### src/rtl/ebc_pkg.sv
// Shared types and event-word layout helpers for the event-camera readout
// sequencer. Optional wrap-marker feature: EBC_TS_WRAP_EVT_EN.
package ebc_pkg;

  typedef enum logic [2:0] {
    ST_IDLE    = 3'd0,
    ST_ARB     = 3'd1,
    ST_EMIT    = 3'd2,
    ST_ACK     = 3'd3,
    ST_RELEASE = 3'd4
  } ebc_state_t;

  // Event type carried in the MSB of the event word
  localparam logic EVT_PIX  = 1'b0;
  localparam logic EVT_WRAP = 1'b1;

  // Event word, MSB to LSB: type | ts | x | y
  function automatic int evt_x_lsb(input int yw);
    return yw;
  endfunction

  function automatic int evt_ts_lsb(input int xw, input int yw);
    return xw + yw;
  endfunction

  function automatic int evt_type_bit(input int ts_w, input int xw, input int yw);
    return ts_w + xw + yw;
  endfunction

endpackage

### src/rtl/ebc_onehot_enc.sv
// One-hot to binary encoder. A grant vector with more than one bit set is
// still encoded (lowest set bit wins) and flagged on multi_hot_o.
module ebc_onehot_enc #(
  parameter int N = 8,
  localparam int W = (N > 1) ? $clog2(N) : 1
) (
  input  logic [N-1:0] onehot_i,
  output logic [W-1:0] bin_o,
  output logic         any_o,
  output logic         multi_hot_o
);

  // Scan from the top down so the last hit, the lowest set bit, wins
  always_comb begin
    bin_o = '0;
    for (int i = N - 1; i >= 0; i--) begin
      if (onehot_i[i]) bin_o = W'(i);
    end
  end

  assign any_o       = |onehot_i;
  assign multi_hot_o = |(onehot_i & (onehot_i - N'(1)));

endmodule

### src/rtl/ebc_readout_ctrl.sv
// Readout sequencer for the event-camera pixel arbiter: captures row/column
// grants, stamps them with a free-running timestamp, streams them out on a
// valid/ready port, acknowledges the pixel and waits for grant release.
// Optional feature macro: EBC_TS_WRAP_EVT_EN (emit a marker on ts wrap).
module ebc_readout_ctrl
  import ebc_pkg::*;
#(
  parameter int ROWS       = 8,
  parameter int COLS       = 8,
  parameter int TS_W       = 16,
  parameter int TS_DIV     = 1,
  parameter int RELEASE_TO = 15,
  localparam int XW        = $clog2(ROWS),
  localparam int YW        = $clog2(COLS),
  localparam int EVT_W     = 1 + TS_W + XW + YW
) (
  input  logic             clk_i,
  input  logic             reset_i,
  input  logic             enable_i,
  input  logic [ROWS-1:0]  x_gnt_i,
  input  logic [COLS-1:0]  y_gnt_i,
  output logic             arb_enable_o,
  output logic             evt_valid_o,
  input  logic             evt_ready_i,
  output logic [EVT_W-1:0] evt_data_o,
  output logic             pix_ack_o,
  output logic [XW-1:0]    pix_x_o,
  output logic [YW-1:0]    pix_y_o,
  output logic             err_o
);

  localparam int PW       = (TS_DIV > 1) ? $clog2(TS_DIV) : 1;
  localparam int CW       = $clog2(RELEASE_TO + 1);
  localparam int TYPE_BIT = evt_type_bit(TS_W, XW, YW);
  localparam int X_LSB    = evt_x_lsb(YW);

  ebc_state_t       r_state, w_state_next;
  logic [PW-1:0]    r_presc;
  logic [TS_W-1:0]  r_ts;
  logic             w_tick;
  logic [CW-1:0]    r_rel_cnt, w_rel_cnt_next;

  logic             r_arb_en, w_arb_en_next;
  logic             r_evt_valid, w_evt_valid_next;
  logic [EVT_W-1:0] r_evt_data, w_evt_data_next;
  logic             r_pix_ack, w_pix_ack_next;
  logic [XW-1:0]    r_pix_x, w_pix_x_next;
  logic [YW-1:0]    r_pix_y, w_pix_y_next;
  logic             r_err, w_err_set;

  logic             w_wrap_pending, w_wrap_pending_next, w_wrap_err;

  logic [XW-1:0]    w_x_bin;
  logic [YW-1:0]    w_y_bin;
  logic             w_x_any, w_y_any, w_x_multi, w_y_multi;

  ebc_onehot_enc #(.N(ROWS)) u_row_enc (
    .onehot_i    (x_gnt_i),
    .bin_o       (w_x_bin),
    .any_o       (w_x_any),
    .multi_hot_o (w_x_multi)
  );

  ebc_onehot_enc #(.N(COLS)) u_col_enc (
    .onehot_i    (y_gnt_i),
    .bin_o       (w_y_bin),
    .any_o       (w_y_any),
    .multi_hot_o (w_y_multi)
  );

  assign w_tick = (r_presc == PW'(TS_DIV - 1));

  // Free-running prescaler and timestamp, independent of the FSM
  always_ff @(posedge clk_i or posedge reset_i) begin
    if (reset_i) begin
      r_presc <= '0;
      r_ts    <= '0;
    end else if (w_tick) begin
      r_presc <= '0;
      r_ts    <= r_ts + TS_W'(1);
    end else begin
      r_presc <= r_presc + PW'(1);
    end
  end

`ifdef EBC_TS_WRAP_EVT_EN
  logic r_wrap_pending;
  logic w_ts_wrap;
  logic w_marker_hs;

  assign w_ts_wrap   = w_tick && (r_ts == {TS_W{1'b1}});
  assign w_marker_hs = (r_state == ST_EMIT) && evt_ready_i && r_evt_data[TYPE_BIT];

  // Pending marker: set by a wrap, cleared by marker acceptance; a wrap
  // landing on an already pending marker is an overrun
  always_comb begin
    w_wrap_pending_next = r_wrap_pending;
    w_wrap_err          = 1'b0;
    if (w_marker_hs) w_wrap_pending_next = 1'b0;
    if (w_ts_wrap) begin
      if (r_wrap_pending && !w_marker_hs) w_wrap_err = 1'b1;
      w_wrap_pending_next = 1'b1;
    end
  end

  // Wrap-pending flag register
  always_ff @(posedge clk_i or posedge reset_i) begin
    if (reset_i) r_wrap_pending <= 1'b0;
    else         r_wrap_pending <= w_wrap_pending_next;
  end

  assign w_wrap_pending = r_wrap_pending;
`else
  assign w_wrap_pending      = 1'b0;
  assign w_wrap_pending_next = 1'b0;
  assign w_wrap_err          = 1'b0;
`endif

  // Sequencer state register
  always_ff @(posedge clk_i or posedge reset_i) begin
    if (reset_i) r_state <= ST_IDLE;
    else         r_state <= w_state_next;
  end

  // Next state and next values of every registered output. The arbiter
  // enable is computed one cycle ahead so it is itself a flop output.
  always_comb begin
    w_state_next     = r_state;
    w_arb_en_next    = 1'b0;
    w_evt_valid_next = r_evt_valid;
    w_evt_data_next  = r_evt_data;
    w_pix_ack_next   = 1'b0;
    w_pix_x_next     = r_pix_x;
    w_pix_y_next     = r_pix_y;
    w_rel_cnt_next   = '0;
    w_err_set        = 1'b0;
    unique case (r_state)
      ST_IDLE: begin
        if (enable_i) begin
          w_state_next  = ST_ARB;
          w_arb_en_next = !w_wrap_pending_next;
        end
      end
      ST_ARB: begin
        if (w_wrap_pending) begin
          // Marker takes precedence; grants are ignored this cycle
          w_state_next     = ST_EMIT;
          w_evt_valid_next = 1'b1;
          w_evt_data_next  = {EVT_WRAP, {(EVT_W-1){1'b0}}};
        end else if (w_x_any && w_y_any) begin
          // Keep the arbiter enabled so it holds the grant until the ack
          w_state_next     = ST_EMIT;
          w_evt_valid_next = 1'b1;
          w_evt_data_next  = {EVT_PIX, r_ts, w_x_bin, w_y_bin};
          w_arb_en_next    = 1'b1;
          w_err_set        = w_x_multi | w_y_multi;
        end else if (!enable_i) begin
          w_state_next = ST_IDLE;
        end else begin
          w_arb_en_next = !w_wrap_pending_next;
        end
      end
      ST_EMIT: begin
        w_arb_en_next = r_arb_en;
        if (evt_ready_i) begin
          w_evt_valid_next = 1'b0;
          if (r_evt_data[TYPE_BIT] == EVT_WRAP) begin
            if (enable_i) begin
              w_state_next  = ST_ARB;
              w_arb_en_next = !w_wrap_pending_next;
            end else begin
              w_state_next  = ST_IDLE;
              w_arb_en_next = 1'b0;
            end
          end else begin
            w_state_next   = ST_ACK;
            w_arb_en_next  = 1'b0;
            w_pix_ack_next = 1'b1;
            w_pix_x_next   = r_evt_data[X_LSB +: XW];
            w_pix_y_next   = r_evt_data[YW-1:0];
          end
        end
      end
      ST_ACK: begin
        w_state_next = ST_RELEASE;
      end
      ST_RELEASE: begin
        if (!w_x_any && !w_y_any) begin
          if (enable_i) begin
            w_state_next  = ST_ARB;
            w_arb_en_next = !w_wrap_pending_next;
          end else begin
            w_state_next = ST_IDLE;
          end
        end else if (r_rel_cnt == CW'(RELEASE_TO - 1)) begin
          w_err_set    = 1'b1;
          w_state_next = ST_IDLE;
        end else begin
          w_rel_cnt_next = r_rel_cnt + CW'(1);
        end
      end
      default: begin
        w_state_next = ST_IDLE;
      end
    endcase
  end

  // Output and release-counter registers; err is sticky until reset
  always_ff @(posedge clk_i or posedge reset_i) begin
    if (reset_i) begin
      r_arb_en    <= 1'b0;
      r_evt_valid <= 1'b0;
      r_evt_data  <= '0;
      r_pix_ack   <= 1'b0;
      r_pix_x     <= '0;
      r_pix_y     <= '0;
      r_err       <= 1'b0;
      r_rel_cnt   <= '0;
    end else begin
      r_arb_en    <= w_arb_en_next;
      r_evt_valid <= w_evt_valid_next;
      r_evt_data  <= w_evt_data_next;
      r_pix_ack   <= w_pix_ack_next;
      r_pix_x     <= w_pix_x_next;
      r_pix_y     <= w_pix_y_next;
      r_err       <= r_err | w_err_set | w_wrap_err;
      r_rel_cnt   <= w_rel_cnt_next;
    end
  end

  assign arb_enable_o = r_arb_en;
  assign evt_valid_o  = r_evt_valid;
  assign evt_data_o   = r_evt_data;
  assign pix_ack_o    = r_pix_ack;
  assign pix_x_o      = r_pix_x;
  assign pix_y_o      = r_pix_y;
  assign err_o        = r_err;

endmodule

### config.mk
export PLATFORM = sky130hd
export DESIGN_NAME = ebc_readout_ctrl
export DESIGN_NICKNAME = d
export VERILOG_FILES = /design/src/rtl/ebc_pkg.sv /design/src/rtl/ebc_onehot_enc.sv /design/src/rtl/ebc_readout_ctrl.sv
export SDC_FILE = /design/constraint.sdc
export NUM_CORES = 1
export LEC_CHECK = 0
export CAP_MARGIN = 20
export CORE_ASPECT_RATIO = 0.75
export CORE_MARGIN = 5
export CORE_UTILIZATION = 45
export CTS_BUF_LIST = sky130_fd_sc_hd__clkbuf_4 sky130_fd_sc_hd__clkbuf_8 sky130_fd_sc_hd__clkbuf_16
export DETAILED_ROUTE_END_ITERATION = 7
export PLACE_DENSITY = 0.75
export RECOVER_POWER = 50
export SETUP_SLACK_MARGIN = 0.2
export SLEW_MARGIN = 30
export SYNTH_ARGS = -nofsm -noshare
export SYNTH_HDL_FRONTEND = slang
export SYNTH_SLANG_ARGS = --single-unit
export TNS_END_PERCENT = 30
### constraint.sdc
create_clock -name clk_i -period 1.9 [get_ports clk_i]
set_clock_uncertainty 0.1 [all_clocks]
set_input_delay 0.38 -clock clk_i [delete_from_list [all_inputs] [get_ports clk_i]]
set_output_delay 0.38 -clock clk_i [all_outputs]
set_load 0.01 [all_outputs]
# Word level (Yosys, flattened, before mapping)
# Cells that the tools add are included.
[word_totals] input_bits=20 word_cells=85 regBits=56 out_inout_bits=33
[classes] n_addsub=5 n_reduce_logical=14 mux=41 n_bitwise=4 n_eq_ne=10
[op_table] op="3-bit two-way mux" n=22
[op_table] op="8-bit OR reduction" n=4
[op_table] op="16-bit by 1-bit adder with 16-bit output, second input constant" n=1
[op_table] op="8-bit bitwise AND" n=2
[op_table] op="8-bit by 1-bit subtractor with 8-bit output, second input constant" n=2
[op_table] op="3-bit one-hot mux with 5 select lines" n=1
[op_table] op="1-bit two-way mux" n=12
[op_table] op="4-bit two-way mux" n=3
[op_table] op="3-bit by 2-bit == test with 1-bit output, second input constant" n=2
[op_table] op="2-bit != test, second input constant" n=3
[op_table] op="3-bit != test, second input constant" n=2
[op_table] op="4-bit by 1-bit adder with 4-bit output, second input constant" n=1
[op_table] op="4-bit == test, second input constant" n=1
[op_table] op="1-bit one-hot mux with 2 select lines" n=2
[op_table] op="1-bit one-hot mux with 4 select lines" n=1
[op_table] op="2-bit AND reduction" n=2
[op_table] op="4-bit AND reduction" n=1
[op_table] op="3-bit by 1-bit == test with 1-bit output, second input constant" n=1
[op_table] op="3-bit == test, second input constant" n=1
[op_table] op="3-bit logical NOT" n=1
[op_table] op="3-bit AND reduction" n=1
[op_table] op="1-bit logical AND" n=2
[op_table] op="1-bit logical NOT" n=2
[op_table] op="1-bit bitwise OR" n=2
[op_table] op="other kinds (2)" n=2

# Logic depth before layout (Yosys ltp)
[depth] ltp_word=8 depth_mapped=6 ltp_nobuf=5

# Modules after synthesis
# A second synthesis with hierarchy kept.
[hier_totals] hier_cells=209 hier_area_um2=2527.4
[modules_own_cells] mod="ebc_readout_ctrl" seq_area_each_um2=1376.3 area_each_um2=2232.1 cells_each=165 n_inst=1
[modules_own_cells] mod="ebc_onehot_enc" seq_area_each_um2=0.0 area_each_um2=147.6 cells_each=22 n_inst=2

# Worst setup path before layout
# No wires, ideal clock.
[synth_timing] path_type="in2reg" startpoint="in y_gnt_i[1]" endpoint="reg r_err (netlist: err_o)" n_path_buf=0 path_stages=5 arrival_ps=1606 t_required_ps=1669 slack_ps=62 setup_ps=131 path_cell_list="or4_1 > o32a_1 > nor3_2 > a31oi_1 > or3_1"
[synth_between] elab_chain_len=7 word_cells_on_any_way=12 cone_classes="add/sub (1); mux (3); bitwise (3); reduce/logical (5)"
[synth_lines] element="start, declared" line="ebc_readout_ctrl.sv:21" text="input logic [COLS-1:0] y_gnt_i,"
[synth_lines] element="8-bit by 1-bit subtractor with 8-bit output" line="ebc_onehot_enc.sv:22" text="assign multi_hot_o = |(onehot_i & (onehot_i - N'(1)));"
[synth_lines] element="8-bit bitwise AND" line="ebc_onehot_enc.sv:22"
[synth_lines] element="8-bit OR reduction" line="ebc_onehot_enc.sv:22"
[synth_lines] element="1-bit bitwise OR" line="ebc_readout_ctrl.sv:156" text="w_err_set = w_x_multi | w_y_multi;"
[synth_lines] element="1-bit two-way mux" line="ebc_readout_ctrl.sv:150" text="end else if (w_x_any && w_y_any) begin"
[synth_lines] element="1-bit one-hot mux with 2 select lines (*)" line="ebc_readout_ctrl.sv:137" text="unique case (r_state)"
[synth_lines] element="1-bit bitwise OR (*)" line="ebc_readout_ctrl.sv:226" text="r_err <= r_err | w_err_set | w_wrap_err;"
[synth_lines] element="end signal, assigned" line="ebc_readout_ctrl.sv:226"
[synth_lines] element="end, declared" line="ebc_readout_ctrl.sv:49" text="logic r_err, w_err_set;"
# Every way passes the cells marked *; elsewhere a longest branch is shown, timed or not.
# A chain may end at the register's enable or synchronous reset.

# Worst setup path in the final report
[layout_timing] startpoint="reg r_state[2]" endpoint="reg r_evt_data[14] (netlist: evt_data_o[14])"
[layout_between] elab_chain_len=2
[layout_lines] element="start, declared" line="ebc_readout_ctrl.sv:37" text="ebc_state_t r_state, w_state_next;"
[layout_lines] element="start signal, assigned" line="ebc_readout_ctrl.sv:122" text="else r_state <= w_state_next;"
[layout_lines] element="3-bit by 1-bit == test with 1-bit output" line="ebc_readout_ctrl.sv:137"
[layout_lines] element="2-bit AND reduction (no line)"
[layout_lines] element="end signal, assigned" line="ebc_readout_ctrl.sv:222" text="r_evt_data <= w_evt_data_next;"
[layout_lines] element="end, declared" line="ebc_readout_ctrl.sv:45" text="logic [EVT_W-1:0] r_evt_data, w_evt_data_next;"
# No other way between the ends.

==> impl_metrics.yaml <==
status:
  status: "complete, no violations"
floorplanning:
  fp.dieW_um: 95.5
  pin_count: 53
  core_area_um2: 5320
  rows: 23
  die-area_um2: 7090
  fp.dieH_um: 74.2
  start_util_pct: 46.4
sta:
  rsz0062_at_grt: "true"
  hold_ws_ns: 0.340
  fin_setup_tns_ns: 0
  max_freq_mhz: 528
  finalHoldViolCount: 0
  min_period_over_period_pct: 99.7
  worst_pin_slew_ns: 0.723
  period_needed_ns: 1.89
  max_slew_margin_pct: 51.8
  setup_viol: 0
  drv_slew: 0
  timing.final.ws_setup_ns: 0.00607
placed_design:
  hpwl_um: 4090
  placed_area_um2: 3370
  post-place-ws_ns: -0.477
  port_buffers: 51
  globalplace.congestion: 0.782
synthesis:
  seq_area_frac_synth_pct: 55.7
  syn_nets: 241
  synth_area_leaders: "dfrtp_1 56%, mux2_1 6.4%, xnor2_1 3.5%"
  synthesis.area_um2: 2470
  syn_inst: 218
  ys_types: 44
  synth-edff-count: 0
  yosysMostFrequentCell: "dfrtp_1"
  synthArstFlopShare_pct: 100
  ys_warn_count: 0
  synthDominantCellAreaShare_pct: 55.7
  synth_seq_cells: 55
  synth_area_per_cell_um2: 11.3
  yosysTopAreaCell: "dfrtp_1"
  yosys-top-cells-count: "55 x dfrtp_1, 21 x nand2_1, 16 x nor2_1, 14 x mux2_1"
  synth_ff_type: "dfrtp_1"
global_route:
  grt_max_degree: 56
  grt_pass1_wl_um: 10100
  track_usage_pct: 18.4
  antenna_found_initial: 0
  grt_pass1_vias: 2121
  overflow: 0
worst_hold_path:
  hold_class: "in2reg"
setup_path:
  required_ns: 2.00
  crit_arrival_ns: 1.99
  crit_path_end_kind: "flop"
  critPathLaunchType: "flop"
  crit_fanout: 6
  crit_type: "reg2reg"
power:
  leakage_nw: 2.15
  vdd_drop_max_mv: 0.711
  power.density_nw_per_um2: 989
route:
  dr.pass1.iters: 4
  ant_nets: 0
  wl_per_cell_um: 15.7
  vias: 2103
  wl_um: 6400
  avgViaCountPerCell: 5.17
  drtIter0Drc: 107
  drc: 0
clocking:
  htree_levels: 2
  clk_pin_slew_ns: 0.10
  cts_root_buffer: "clkbuf_8"
  clock_path_buffers: 2
  clk_latency_ns: 0.31
  cts_tree: "yes"
  numCtsBuffers: 5
  cts_sinks: 55
final_layout:
  syn_to_final_growth_pct: 57.8
  regArea_um2: 1380
  multiInputGateArea_um2: 1220
  fillers: 372
  diodes: 0
  drive_gt1_share_pct: 37.3
  fin_nets: 354
  design_area_um2: 3900
job:
  maxCapViolations: 0
==> layer usage <==
layer  up-vias  GRT usage [%]  routed length (um)
met5         -              0                   0
met1      1040           25.0                2880
met3        13           3.74                 272
met4         0           6.15                 143
met2        52           29.7                3110
li1        998              -                   -
==> power breakdown <==
group	total (W)	internal [W]	switching (W)
registers	0.00154	0.00140	0.000143
logic	0.00167	0.000970	0.000699
clock network	0.000644	0.000260	0.000384
total	0.00385	0.00263	0.00123
==> what timing repair did <==
item,CTS,global route
hold buffers,0,0
pin swaps,7,14
gates resized for setup,36,75
buffers inserted,15,6
endpoints found under the setup margin,56,67
gates cloned,1,0
==> worst paths after layout <==
kind	start	slack [ns]	endpoint	cells past startpoint
max	r_state[2]$_DFFE_PP0P_	0.006	evt_data_o[14]$_DFFE_PP0P_	6
min	y_gnt_i[0]	0.34	evt_data_o[0]$_DFFE_PP0P_	3
max reg2reg	r_state[2]$_DFFE_PP0P_	0.006	evt_data_o[14]$_DFFE_PP0P_	6
min reg2reg	r_ts[15]$_DFF_PP0_	0.38	r_ts[15]$_DFF_PP0_	1
max in group asynchronous	reset_i	0.53	r_ts[1]$_DFF_PP0_	3
min in group asynchronous	reset_i	0.70	evt_data_o[19]$_DFFE_PP0P_	3
==> area by class of cell <==
class	count	share of cell area, %
clock buffer	5	1.77
clock inverter	3	0.482
multi-input combinational	148	31.2
tap	75	2.41
inverter	10	1.06
timing repair buffer	111	27.8
sequential	55	35.3
==> cells in the final DEF, fill, tap and decap left out, drive strengths merged, types with 9 or more instances in the layout <==
cell type | Yosys | routed
dlymetal6s2s | 0 | 29
dfrtp | 55 | 55
inv | 10 | 10
a21oi | 9 | 9
xnor2 | 10 | 10
nor2 | 16 | 16
buf | 4 | 57
clkbuf | 1 | 13
nand2 | 23 | 23
mux2 | 20 | 20
==> flip-flops by register name, summed over array words and instances, names as in the netlist <==
| register | cells |
|---|---|
| r_rel_cnt | 4 |
| evt_valid_o | 1 |
| arb_enable_o | 1 |
| pix_ack_o | 1 |
| pix_x_o | 3 |
| pix_y_o | 3 |
| err_o | 1 |
| r_ts | 16 |
| evt_data_o | 22 |
| r_state | 3 |
==> critical path: stages (launching register included) <==
cell     delay [ns]
dfrtp_1        0.39
or3b_4         0.43
a21oi_4        0.17
nand2_4        0.13
buf_12         0.15
buf_12         0.12
mux2_4         0.29
==> cell families after synthesis <==
group	share of synthesized area [%]
AO/OA/AOI/OAI	9.93
XOR/XNOR	5.67
adder cells (fa/ha/maj)	1.52
buffers and inverters	2.68
flip-flops	55.7
multiplexers	9.12
other	0.152
AND/OR/NAND/NOR	15.2
==> stage by stage <==
stage	power (W)	util, %	cells
2_1_floorplan	0.00213	-	218
3_5_place_dp	0.00290	63.3	377
6_report	0.00385	73.2	407
4_1_cts	0.00379	69.5	401
5_1_grt	0.00407	73.2	407
3_3_place_gp	0.00287	63.3	377
Power figures use the tool's default switching activity.
